--- src/rtl/_div_impl_pkg.sv ---
// rtl/_div_impl_pkg.sv - shared execute-stage types and constants for the iterative divider
package _div_impl_pkg;

    localparam int XLEN      = 32;
    localparam int DIV_ITERS = XLEN;
    localparam int CNT_W     = $clog2(DIV_ITERS);

    typedef enum logic [1:0] {
        OP_DIV  = 2'b00,
        OP_DIVU = 2'b01,
        OP_REM  = 2'b10,
        OP_REMU = 2'b11
    } div_op_t;

    typedef enum logic [1:0] {
        S_IDLE = 2'b00,
        S_CALC = 2'b01,
        S_FIX  = 2'b10,
        S_DONE = 2'b11
    } div_state_t;

    function automatic logic op_is_signed(input div_op_t op);
        return (op == OP_DIV) || (op == OP_REM);
    endfunction

    function automatic logic op_is_rem(input div_op_t op);
        return (op == OP_REM) || (op == OP_REMU);
    endfunction

endpackage

--- src/rtl/_div_impl_if.sv ---
// rtl/_div_impl_if.sv - operand/result handshake bundle between issue, divider and writeback
interface _div_impl_if;
    import _div_impl_pkg::*;

    logic            in_valid;
    logic            in_ready;
    div_op_t         op;
    logic [XLEN-1:0] a;
    logic [XLEN-1:0] b;
    logic            flush;
    logic            out_valid;
    logic            out_ready;
    logic [XLEN-1:0] result;

    modport master (
        output in_valid, op, a, b, flush, out_ready,
        input  in_ready, out_valid, result
    );

    modport slave (
        input  in_valid, op, a, b, flush, out_ready,
        output in_ready, out_valid, result
    );

endinterface

--- src/rtl/_div_step.sv ---
// rtl/_div_step.sv - one combinational restoring step: shift in a dividend bit, compare, subtract
module _div_step
    import _div_impl_pkg::*;
(
    input  logic [XLEN-2:0] i_rem,
    input  logic            i_bit,
    input  logic [XLEN-1:0] i_div,
    output logic [XLEN-1:0] o_rem,
    output logic            o_q
);

    logic [XLEN-1:0] w_t;
    logic            w_gt;
    logic            w_lt;

    // The partial remainder is below 2^(XLEN-1) before the final step, so its MSB never shifts out.
    assign w_t = {i_rem, i_bit};

    // MSB-first magnitude chain: the first differing bit decides.
    always_comb begin
        w_gt = 1'b0;
        w_lt = 1'b0;
        for (int i = XLEN - 1; i >= 0; i--) begin
            if (!w_gt && !w_lt) begin
                w_gt = w_t[i] & ~i_div[i];
                w_lt = ~w_t[i] & i_div[i];
            end
        end
    end

    assign o_q   = ~w_lt;
    assign o_rem = w_lt ? w_t : (w_t - i_div);

endmodule

--- src/rtl/_div_impl.sv ---
// rtl/_div_impl.sv - iterative restoring divider for RV32M DIV/DIVU/REM/REMU
module _div_impl
    import _div_impl_pkg::*;
(
    input  logic   clk,
    input  logic   rst_n,
    _div_impl_if.slave bus
);

    div_state_t      r_state, w_state_nxt;
    div_op_t         r_op;
    logic            r_sign_a, r_sign_b;
    logic [XLEN-1:0] r_quo, r_rem, r_div, r_result;
    logic [CNT_W-1:0] r_cnt;
    logic            r_out_valid;

    logic            w_signed_in, w_is_rem_in, w_b_zero, w_ovf, w_special;
    logic [XLEN-1:0] w_abs_a, w_abs_b, w_special_res;
    logic [XLEN-1:0] w_step_rem, w_quo_fix, w_rem_fix;
    logic            w_step_q;

    assign w_signed_in   = op_is_signed(bus.op);
    assign w_is_rem_in   = op_is_rem(bus.op);
    assign w_abs_a       = (w_signed_in && bus.a[XLEN-1]) ? -bus.a : bus.a;
    assign w_abs_b       = (w_signed_in && bus.b[XLEN-1]) ? -bus.b : bus.b;
    assign w_b_zero      = (bus.b == '0);
    assign w_ovf         = w_signed_in && (bus.a == {1'b1, {(XLEN-1){1'b0}}}) && (bus.b == '1);
    assign w_special     = w_b_zero || w_ovf;
    // Overflow quotient equals the dividend itself (0x80000000).
    assign w_special_res = w_b_zero ? (w_is_rem_in ? bus.a : '1)
                                    : (w_is_rem_in ? '0    : bus.a);

    _div_step u_step (
        .i_rem (r_rem[XLEN-2:0]),
        .i_bit (r_quo[XLEN-1]),
        .i_div (r_div),
        .o_rem (w_step_rem),
        .o_q   (w_step_q)
    );

    assign w_quo_fix = (r_sign_a ^ r_sign_b) ? -r_quo : r_quo;
    assign w_rem_fix = r_sign_a ? -r_rem : r_rem;

    always_ff @(posedge clk or negedge rst_n) begin
        if (!rst_n) r_state <= S_IDLE;
        else        r_state <= w_state_nxt;
    end

    always_comb begin
        w_state_nxt = r_state;
        case (r_state)
            S_IDLE: if (bus.in_valid) w_state_nxt = w_special ? S_DONE : S_CALC;
            S_CALC: if (r_cnt == '0) w_state_nxt = S_FIX;
            S_FIX:  w_state_nxt = S_DONE;
            S_DONE: if (bus.out_ready) w_state_nxt = S_IDLE;
            default: w_state_nxt = S_IDLE;
        endcase
        if (bus.flush) w_state_nxt = S_IDLE;
    end

    always_comb begin
        bus.in_ready = (r_state == S_IDLE);
    end

    assign bus.out_valid = r_out_valid;
    assign bus.result    = r_result;

    always_ff @(posedge clk or negedge rst_n) begin
        if (!rst_n) begin
            r_op        <= OP_DIV;
            r_sign_a    <= 1'b0;
            r_sign_b    <= 1'b0;
            r_quo       <= '0;
            r_rem       <= '0;
            r_div       <= '0;
            r_cnt       <= '0;
            r_result    <= '0;
            r_out_valid <= 1'b0;
        end else if (bus.flush) begin
            r_out_valid <= 1'b0;
        end else begin
            case (r_state)
                S_IDLE: if (bus.in_valid) begin
                    r_op     <= bus.op;
                    r_sign_a <= w_signed_in & bus.a[XLEN-1];
                    r_sign_b <= w_signed_in & bus.b[XLEN-1];
                    r_quo    <= w_abs_a;
                    r_div    <= w_abs_b;
                    r_rem    <= '0;
                    r_cnt    <= CNT_W'(DIV_ITERS - 1);
                    if (w_special) begin
                        r_result    <= w_special_res;
                        r_out_valid <= 1'b1;
                    end
                end
                S_CALC: begin
                    r_rem <= w_step_rem;
                    r_quo <= {r_quo[XLEN-2:0], w_step_q};
                    if (r_cnt != '0) r_cnt <= r_cnt - CNT_W'(1);
                end
                S_FIX: begin
                    r_result    <= op_is_rem(r_op) ? w_rem_fix : w_quo_fix;
                    r_out_valid <= 1'b1;
                end
                S_DONE: if (bus.out_ready) r_out_valid <= 1'b0;
                default: ;
            endcase
        end
    end

endmodule

--- src/flat_wrapper.sv ---
// flat-port wrapper written by rule: the top's interface ports become plain ports
module _div_impl_flat import _div_impl_pkg::*;
  (clk, rst_n, bus_in_valid, bus_op, bus_a, bus_b, bus_flush, bus_out_ready, bus_in_ready, bus_out_valid, bus_result);
  _div_impl_if bus_i ();
  input  logic clk;
  input  logic rst_n;
  input wire logic [$bits(bus_i.in_valid)-1:0] bus_in_valid;
  input wire logic [$bits(bus_i.op)-1:0] bus_op;
  input wire logic [$bits(bus_i.a)-1:0] bus_a;
  input wire logic [$bits(bus_i.b)-1:0] bus_b;
  input wire logic [$bits(bus_i.flush)-1:0] bus_flush;
  input wire logic [$bits(bus_i.out_ready)-1:0] bus_out_ready;
  output wire logic [$bits(bus_i.in_ready)-1:0] bus_in_ready;
  output wire logic [$bits(bus_i.out_valid)-1:0] bus_out_valid;
  output wire logic [$bits(bus_i.result)-1:0] bus_result;
  assign bus_i.in_valid = bus_in_valid;
  assign bus_i.op = bus_op;
  assign bus_i.a = bus_a;
  assign bus_i.b = bus_b;
  assign bus_i.flush = bus_flush;
  assign bus_i.out_ready = bus_out_ready;
  assign bus_in_ready = bus_i.in_ready;
  assign bus_out_valid = bus_i.out_valid;
  assign bus_result = bus_i.result;
  _div_impl u_core (.clk(clk), .rst_n(rst_n), .bus(bus_i));
endmodule
--- config.mk ---
export PLATFORM = sky130hd
export DESIGN_NAME = _div_impl_flat
export DESIGN_NICKNAME = d
export VERILOG_FILES = /design/src/rtl/_div_impl_pkg.sv /design/src/rtl/_div_impl_if.sv /design/src/rtl/_div_step.sv /design/src/rtl/_div_impl.sv /design/src/flat_wrapper.sv
export SDC_FILE = /design/constraint.sdc
export NUM_CORES = 1
export LEC_CHECK = 0
export CAP_MARGIN = 20
export CORE_MARGIN = 1
export CORE_UTILIZATION = 35
export CTS_CLUSTER_SIZE = 16
export DETAILED_ROUTE_END_ITERATION = 10
export PLACE_DENSITY_LB_ADDON = 0.15
export SLEW_MARGIN = 40
export SYNTH_ARGS = -nofsm -noshare
export SYNTH_HDL_FRONTEND = slang
export SYNTH_SLANG_ARGS = --single-unit
--- constraint.sdc ---
create_clock -name clk -period 3.5 [get_ports clk]
set_input_delay 0.7 -clock clk [delete_from_list [all_inputs] [get_ports clk]]
set_output_delay 0.7 -clock clk [all_outputs]
set_load 0.01 [all_outputs]
==> impl_metrics.sql, run 1 <==
INSERT INTO impl_metrics (metric_group, metric, value, unit) VALUES
('floorplanning', 'die_x', '185.2', 'um'),
('synthesis', 'dominantRegCellSynth', 'sky130_fd_sc_hd__dfrtp_1', ''),
('detailed_routing', 'dr.first_iter.drc_count', '641', ''),
('final_layout', 'diodes', '0', ''),
('final_layout', 'areaGrowthSynthToFinish', '24.34', '%'),
('synthesis', 'seq_area_frac_synth', '29.60', '%'),
('setup_path', 'worstSetupStartpointType', 'input port', ''),
('run_status', 'run_status', 'finished, final reports clean', ''),
('detailed_routing', 'route.vias.total', '11180', ''),
('placement', 'place_congestion', '0.8631', ''),
('grt', 'number_of_global_route_vias_before_repair', '10960', ''),
('clock_tree', 'holdBufCountCts', '0', ''),
('synthesis', 'syn_area', '0.01175', 'mm^2'),
('setup_path', 'worst_reg_to_reg_setup_slack', '0.17', 'ns'),
('grt', 'globalRouteTotalUtil', '22.96', '%'),
('timing', 'fin_worst_skew', '0.01114', 'ns'),
('placement', 'numPortBuffers', '104', ''),
('detailed_routing', 'avgViaCountPerCell', '5.340', ''),
('synthesis', 'yosys_register_bits', '139', ''),
('clock_tree', 'number_of_buffers_inserted_during_clock_tree_synthesis', '17', ''),
('power_and_ir_drop', 'leakagePower', '6.108', 'nW'),
('floorplanning', 'rows', '66', ''),
('floorplanning', 'ios', '105', ''),
('detailed_routing', 'wl_per_cell', '17.95', 'um'),
('clock_tree', 'cts.sink_count', '139', ''),
('power_and_ir_drop', 'power.density_cell_area', '672.2', 'mW/mm^2'),
('synthesis', 'synthTopCellsByArea', 'sky130_fd_sc_hd__dfrtp_1 (30%), sky130_fd_sc_hd__ha_1 (7.9%), sky130_fd_sc_hd__xnor2_1 (6.6%), sky130_fd_sc_hd__o21ai_0 (5.9%), sky130_fd_sc_hd__nand2_1 (5.1%)', ''),
('synthesis', 'synth-edff-count', '0', ''),
('synthesis', 'ys.warnings.count', '0', ''),
('clock_tree', 'cts_resized', '0', ''),
('synthesis', 'netlist_instances', '1472', ''),
('detailed_routing', 'route.detailed.drc', '0', ''),
('floorplanning', 'fp.dieH', '185.2', 'um'),
('synthesis', 'number_of_distinct_library_cells_after_synthesis', '67', ''),
('timing', 'layout_setup_ws', '0.1277', 'ns'),
('grt', 'antenna_found_initial', '0', ''),
('grt', 'grt_start_max_net_pins', '66', ''),
('worst_hold_path', 'worstHoldPathType', 'input port to async pin', ''),
('placement', 'dpl.cell_count', '2061', ''),
('timing', 'post-route-period-util', '96.35', '%'),
('timing', 'final-hold-violation-count', '0', ''),
('timing', 'final_max_slew_viol_count', '0', ''),
('timing', 'timing.final.crit_period', '3.372', 'ns'),
('final_layout', 'fin_util', '44.57', '%'),
('power_and_ir_drop', 'max-vdd-ir-drop', '0.0005615', 'V'),
('setup_path', 'critPathKind', 'input port to flop', ''),
('setup_path', 'critical_path.max_fanout', '10', ''),
('grt', 'global_route_wire_length_before_repair', '61.24', 'mm'),
('final_layout', 'layout.cells.non_filler', '2093', ''),
('floorplanning', 'fp.coreArea', '0.03278', 'mm^2'),
('placement', 'postPlaceCellArea', '0.01402', 'mm^2'),
('setup_path', 'crit_arrival', '3.71', 'ns'),
('final_layout', 'layout.nets', '1784', ''),
('detailed_routing', 'routed_wirelength', '37.58', 'mm'),
('setup_path', 'critPathCaptureType', 'flop', ''),
('floorplanning', 'die_area', '0.03431', 'mm^2'),
('clock_tree', 'cts_max_path_buffers', '2', ''),
('synthesis', 'postSynthNetCount', '1618', ''),
('clock_tree', 'clock_latency_at_the_later_pin_of_the_worst_skew_pair', '0.44', 'ns'),
('clock_tree', 'cts_root_buf', 'sky130_fd_sc_hd__clkbuf_16', ''),
('power_and_ir_drop', 'power.total', '9.820', 'mW'),
('synthesis', 'synthArstFlopShare', '100.0', '%'),
('setup_path', 'cp_data_required_time', '3.84', 'ns'),
('detailed_routing', 'first_pass_iters', '5', ''),
('grt', 'globalRouteOverflowTotal', '0', ''),
('job', 'max-cap-violations', '0', ''),
('clock_tree', 'cts_max_level', '4', ''),
('synthesis', 'most_repeated_cell_in_the_gate_level_netlist_after_synthesis', 'sky130_fd_sc_hd__nand2_1', ''),
('synthesis', 'synthTopCellsByCount', 'sky130_fd_sc_hd__nand2_1 (160), sky130_fd_sc_hd__dfrtp_1 (139), sky130_fd_sc_hd__o21ai_0 (138), sky130_fd_sc_hd__a21oi_1 (113), sky130_fd_sc_hd__inv_1 (109)', ''),
('final_layout', 'finalInstanceArea', '0.01461', 'mm^2'),
('placement', 'post-place-ws', '-0.2717', 'ns');
## routing by layer
| metal | global-route usage (%) | vias up | wire [um] | share of wire (%) |
|---|---|---|---|---|
| met1 | 31.68 | 5340 | 17860 | 48 |
| met4 | 6.711 | 0 | 826 | 2.2 |
| met3 | 2.910 | 39 | 1375 | 3.7 |
| met2 | 37.21 | 247 | 17520 | 47 |
| li1 | - | 5550 | - | - |
| met5 | 0 | - | 0 | 0 |
## registers in the layout, indices dropped and copies added, names as in the netlist, 2 cells and up
name / flops
u_core.bus.result: 32
u_core.r_cnt: 5
u_core.r_div: 32
u_core.r_quo: 32
u_core.r_rem: 32
u_core.r_state: 2
## metrics by stage
| stage | TNS, ns | hold slack [ns] |
|---|---|---|
| 4_1_cts | 0 | 0.2967 |
| 3_3_place_gp | -6.952 | 0.4728 |
| 5_1_grt | -0.02390 | 0.3239 |
| 3_5_place_dp | -7.357 | 0.4775 |
| 6_report | 0 | 0.2843 |
| 2_1_floorplan | 0 | 0.4044 |
## path summary, 6_finish.rpt
path	end	from	depth (start not counted)
max in group asynchronous	u_core.r_div[23]	rst_n	2
min in group clk	u_core.bus.result[3]	u_core.bus.result[3]	2
min	u_core.bus.result[4]	rst_n	1
max reg2reg	u_core.r_rem[30]	u_core.r_quo[31]	14
min reg2reg	u_core.bus.result[3]	u_core.bus.result[3]	2
max	u_core.bus.result[24]	bus_a[27]	11
## where the power goes
part | switching [mW] | total [mW] | internal, mW
Sequential | 0.661 | 2.83 | 2.17
Clock | 0.792 | 1.81 | 1.02
Combinational | 2.97 | 5.18 | 2.22
## cell families after synthesis
group / Yosys count / synth area share, %
fa+ha+maj: 101 / 10.31
xor+xnor: 144 / 10.73
flops: 139 / 29.60
simple gates: 403 / 16.63
compound gates: 458 / 23.22
mux: 36 / 3.077
buf+inv: 191 / 6.421
## placed cells by master, fill, tap and decap left out, types with 10 or more instances in the layout
master                            count
sky130_fd_sc_hd__clkdlybuf4s50_1    103
sky130_fd_sc_hd__o211ai_1            14
sky130_fd_sc_hd__a211oi_1            16
sky130_fd_sc_hd__nand2_1            160
sky130_fd_sc_hd__o31ai_1             26
sky130_fd_sc_hd__mux2i_1             35
sky130_fd_sc_hd__buf_4              118
sky130_fd_sc_hd__dfrtp_1            139
sky130_fd_sc_hd__nor4_1              20
sky130_fd_sc_hd__o21ai_0            137
sky130_fd_sc_hd__o22ai_1             42
sky130_fd_sc_hd__nand3_1             13
sky130_fd_sc_hd__nand2b_1            13
sky130_fd_sc_hd__a21o_1              13
sky130_fd_sc_hd__nor2_1              89
sky130_fd_sc_hd__or4_1               12
sky130_fd_sc_hd__o21ai_1             31
sky130_fd_sc_hd__clkbuf_16           17
sky130_fd_sc_hd__ha_1                73
sky130_fd_sc_hd__o41ai_1             13
sky130_fd_sc_hd__xor2_1              56
sky130_fd_sc_hd__a21oi_1            113
sky130_fd_sc_hd__a31oi_1             12
sky130_fd_sc_hd__nor3_1              29
sky130_fd_sc_hd__nor2b_1             10
sky130_fd_sc_hd__inv_1              109
sky130_fd_sc_hd__nand4_1             16
sky130_fd_sc_hd__xnor2_1             88
sky130_fd_sc_hd__maj3_1              22
## worst max-delay path, stage by stage
cell and delay [ns]:
sky130_fd_sc_hd__clkdlybuf4s50_1 0.41, sky130_fd_sc_hd__or4_1 0.61, sky130_fd_sc_hd__nor4_1 0.23, sky130_fd_sc_hd__buf_4 0.20
sky130_fd_sc_hd__nand3_1 0.07, sky130_fd_sc_hd__nor4_1 0.35, sky130_fd_sc_hd__buf_4 0.22, sky130_fd_sc_hd__a211oi_1 0.11
sky130_fd_sc_hd__a211o_2 0.37, sky130_fd_sc_hd__buf_4 0.18, sky130_fd_sc_hd__o31ai_1 0.26
## final cells by class
cell class / count / area [um^2]
clock buffer: 19 / 452.9
clock inverter: 13 / 118.9
fill: 3356 / 18170
inverter: 110 / 412.9
multi-input combinational: 1142 / 7546
sequential: 139 / 3478
tap: 442 / 553.0
timing repair buffer: 228 / 2048
Note: power is estimated with default switching activity, not from simulation.
==> run 2, diff against run 1 <==
CORE_ASPECT_RATIO = 0.8   (was not set)
==> run 2 against run 1 <==
  * The run now ends with DRC left
  * Global-route usage up 0.45 points
  * Final cell count down 1.1%
  * Clock power about the same
  * Via count up 0.37%
  * Power up 1.5%
  * First-iteration DRC count up 55%
  * Sequential cell count unchanged
  * Critical path depth up 2
  * Non-clock buffer count down 6
  * Worst setup slack better by 0.030 ns
  * Largest power group unchanged
  * Highest routed layer unchanged
==> impl_metrics.sql, run 2 (synthesis results as in run 1) <==
INSERT INTO impl_metrics (metric_group, metric, value, unit) VALUES
('run_status', 'run_status', 'finished, violations left', ''),
('run_status', 'violations', 'DRC', ''),
('setup_path', 'timing.critical_path.max_delay_family', 'compound AO/OA/AOI/OAI gates', ''),
('timing', 'final-setup-viol-count', '0', ''),
('timing', 'timing.final.crit_period', '3.342', 'ns'),
('final_layout', 'final_layout_size_suffix_gt1_share', '10.95', '%'),
('placement', 'postPlaceCellArea', '0.01393', 'mm^2'),
('setup_path', 'critical-path-slowest-cell', 'sky130_fd_sc_hd__a2111o_1', ''),
('clock_tree', 'holdBufCountCts', '0', ''),
('placement', 'dpl.cell_count', '2040', ''),
('setup_path', 'path_common_cell', 'sky130_fd_sc_hd__inv_1', ''),
('clock_tree', 'number_of_buffers_inserted_during_clock_tree_synthesis', '17', ''),
('detailed_routing', 'avgViaCountPerCell', '5.416', ''),
('grt', 'antenna_found_initial', '1', ''),
('placement', 'post-place-ws', '-0.2753', 'ns'),
('detailed_routing', 'wl_per_cell', '19.09', 'um'),
('clock_tree', 'clock_latency_at_the_later_pin_of_the_worst_skew_pair', '0.46', 'ns'),
('detailed_routing', 'route.vias.total', '11220', ''),
('setup_path', 'worstSetupStartpointType', 'flop', ''),
('placement', 'place_congestion', '0.8827', ''),
('setup_path', 'critical_path.max_fanout', '3', ''),
('timing', 'layout_setup_ws', '0.1580', 'ns'),
('timing', 'unrepaired_setup_endpoints_after_global_routing', 'no', ''),
('clock_tree', 'cts.reportedPaths.clkPinSlew', '0.06', 'ns'),
('floorplanning', 'die_x', '206.9', 'um'),
('power_and_ir_drop', 'leakagePower', '6.088', 'nW'),
('setup_path', 'rr_endpoint', 'u_core.r_rem[30]', ''),
('detailed_routing', 'topRoutingLayerUsed', 'met4', ''),
('setup_path', 'critPathCaptureType', 'flop', ''),
('grt', 'globalRouteOverflowTotal', '0', ''),
('detailed_routing', 'antenna_left', '0', ''),
('detailed_routing', 'dr.first_iter.drc_count', '996', ''),
('placement', 'detailed_place_hpwl', '31.26', 'mm'),
('clock_tree', 'cts_max_path_buffers', '2', ''),
('power_and_ir_drop', 'power.total', '9.967', 'mW'),
('final_layout', 'final_common_cell', 'sky130_fd_sc_hd__nand2_1', ''),
('timing', 'post-route-period-util', '95.49', '%'),
('worst_hold_path', 'worstHoldPathType', 'input port to async pin', ''),
('final_layout', 'mostFrequentLayoutCells', 'sky130_fd_sc_hd__nand2_1 (160), sky130_fd_sc_hd__dfrtp_1 (139), sky130_fd_sc_hd__o21ai_0 (137), sky130_fd_sc_hd__buf_4 (114), sky130_fd_sc_hd__a21oi_1 (113)', ''),
('setup_path', 'critPathKind', 'flop to flop', ''),
('timing', 'slew_headroom', '47.99', '%'),
('setup_path', 'crit_arrival', '3.68', 'ns'),
('final_layout', 'areaGrowthSynthToFinish', '23.70', '%'),
('grt', 'grt_start_max_net_pins', '66', ''),
('setup_path', 'worst_r2r_path_depth', '13', ''),
('power_and_ir_drop', 'power.density_cell_area', '685.7', 'mW/mm^2'),
('grt', 'globalRouteTotalUtil', '23.41', '%'),
('setup_path', 'worst_reg_to_reg_setup_slack', '0.16', 'ns'),
('detailed_routing', 'first_pass_iters', '8', ''),
('detailed_routing', 'wl_met3', '2.046', 'mm'),
('timing', 'hold_ws', '0.2553', 'ns'),
('final_layout', 'diodes', '0', ''),
('floorplanning', 'fp.coreArea', '0.03278', 'mm^2'),
('timing', 'worst-slew-pin-transition', '0.7731', 'ns'),
('setup_path', 'timing.critical_path.buf_inv', '2', ''),
('detailed_routing', 'route.detailed.drc', '6', ''),
('detailed_routing', 'detail_route.wirelength.met1', '20.70', 'mm'),
('clock_tree', 'tritoncts', 'built', ''),
('setup_path', 'cp_data_required_time', '3.83', 'ns'),
('detailed_routing', 'routed_wirelength', '39.55', 'mm'),
('timing', 'final-hold-violation-count', '0', ''),
('clock_tree', 'cts_max_level', '4', ''),
('floorplanning', 'die_area', '0.03431', 'mm^2'),
('power_and_ir_drop', 'max-vdd-ir-drop', '0.0004927', 'V'),
('timing', 'timing.fmax', '299.2', 'MHz'),
('setup_path', 'cp_cell_sequence', 'inv_1 > ha_1 > inv_1 > fa_1 > a21o_1 > a21oi_1 > o21ai_1 > a2111o_1 > a31oi_2 > o21bai_1 > a311oi_1 > or4_1 > nand3_1', ''),
('final_layout', 'layout.cells.non_filler', '2071', ''),
('final_layout', 'finalInstanceArea', '0.01454', 'mm^2'),
('floorplanning', 'floorplan.initialDensity', '35.85', '%'),
('grt', 'global_route_wire_length_before_repair', '61.53', 'mm'),
('clock_tree', 'cts.sink_count', '139', ''),
('timing', 'final_max_slew_viol_count', '0', ''),
('grt', 'number_of_global_route_vias_before_repair', '10450', ''),
('clock_tree', 'cts_root_buf', 'sky130_fd_sc_hd__clkbuf_16', ''),
('floorplanning', 'ios', '105', ''),
('final_layout', 'layout.nets', '1778', ''),
('detailed_routing', 'routed-wl-met2', '16.26', 'mm'),
('setup_path', 'critical_path.reg2reg.startpoint', 'u_core.r_quo[31]', ''),
('floorplanning', 'fp.dieH', '165.9', 'um'),
('timing', 'fin_worst_skew', '0.01493', 'ns'),
('job', 'max-cap-violations', '0', ''),
('placement', 'numPortBuffers', '104', ''),
('setup_path', 'critical_path.max_stage_delay', '0.50', 'ns'),
('floorplanning', 'rows', '59', '');
-- run 2: repair_timing --
item / 4_1_cts / 5_1_grt
setup endpoints to repair: 0 / 28
resized for setup: 0 / 6
setup buffers: 0 / 0
-- run 2: metal layers --
metal / global-route usage (%) / vias to the layer above
li1: - / 5542
met1: 36.48 / 5362
met5: 0 / -
met4: 4.951 / 0
met2: 32.48 / 276
met3: 4.827 / 37
-- run 2: layout make-up --
type / instances / area [um^2]
fill: 3353 / 18240
multi-input combinational: 1142 / 7564
sequential: 139 / 3478
timing repair buffer: 222 / 1978
tap: 427 / 534.3
clock buffer: 19 / 452.9
inverter: 110 / 412.9
clock inverter: 12 / 115.1
-- run 2: worst max path at each step --
stage	slack, ns	endpoint	depth (start not counted)	start
finish	0.16	u_core.r_rem[30]	13	u_core.r_quo[31]
global route	0.01	u_core.r_rem[24]	13	u_core.r_quo[31]
CTS	0.06	u_core.r_rem[30]	13	u_core.r_quo[31]
detailed placement	-0.28	u_core.bus.result[24]	12	bus_b[8]
global placement	-0.20	u_core.bus.result[26]	12	bus_b[8]
floorplan	0.37	u_core.bus.result[24]	13	bus_a[0]
-- run 2: per-stage QoR --
stage	TNS, ns	util (%)
floorplan	0	-
global placement	-5.608	42.51
detailed placement	-7.335	42.51
CTS	0	44.24
global route	0	44.35
finish	0	44.35
-- run 2: report_power, final --
part           internal [mW]  switching (mW)
combinational           2.25            3.08
sequential              2.17           0.665
clock                   1.01           0.791
total                   5.43            4.54
-- run 2: worst reg2reg max path: stages, from the launching register on --
cell	delay, ns
sky130_fd_sc_hd__dfrtp_1	0.38
sky130_fd_sc_hd__inv_1	0.18
sky130_fd_sc_hd__ha_1	0.21
sky130_fd_sc_hd__inv_1	0.06
sky130_fd_sc_hd__fa_1	0.38
sky130_fd_sc_hd__a21o_1	0.17
sky130_fd_sc_hd__a21oi_1	0.20
sky130_fd_sc_hd__o21ai_1	0.18
sky130_fd_sc_hd__a2111o_1	0.50
sky130_fd_sc_hd__a31oi_2	0.25
sky130_fd_sc_hd__o21bai_1	0.14
sky130_fd_sc_hd__a311oi_1	0.36
sky130_fd_sc_hd__or4_1	0.17
sky130_fd_sc_hd__nand3_1	0.06
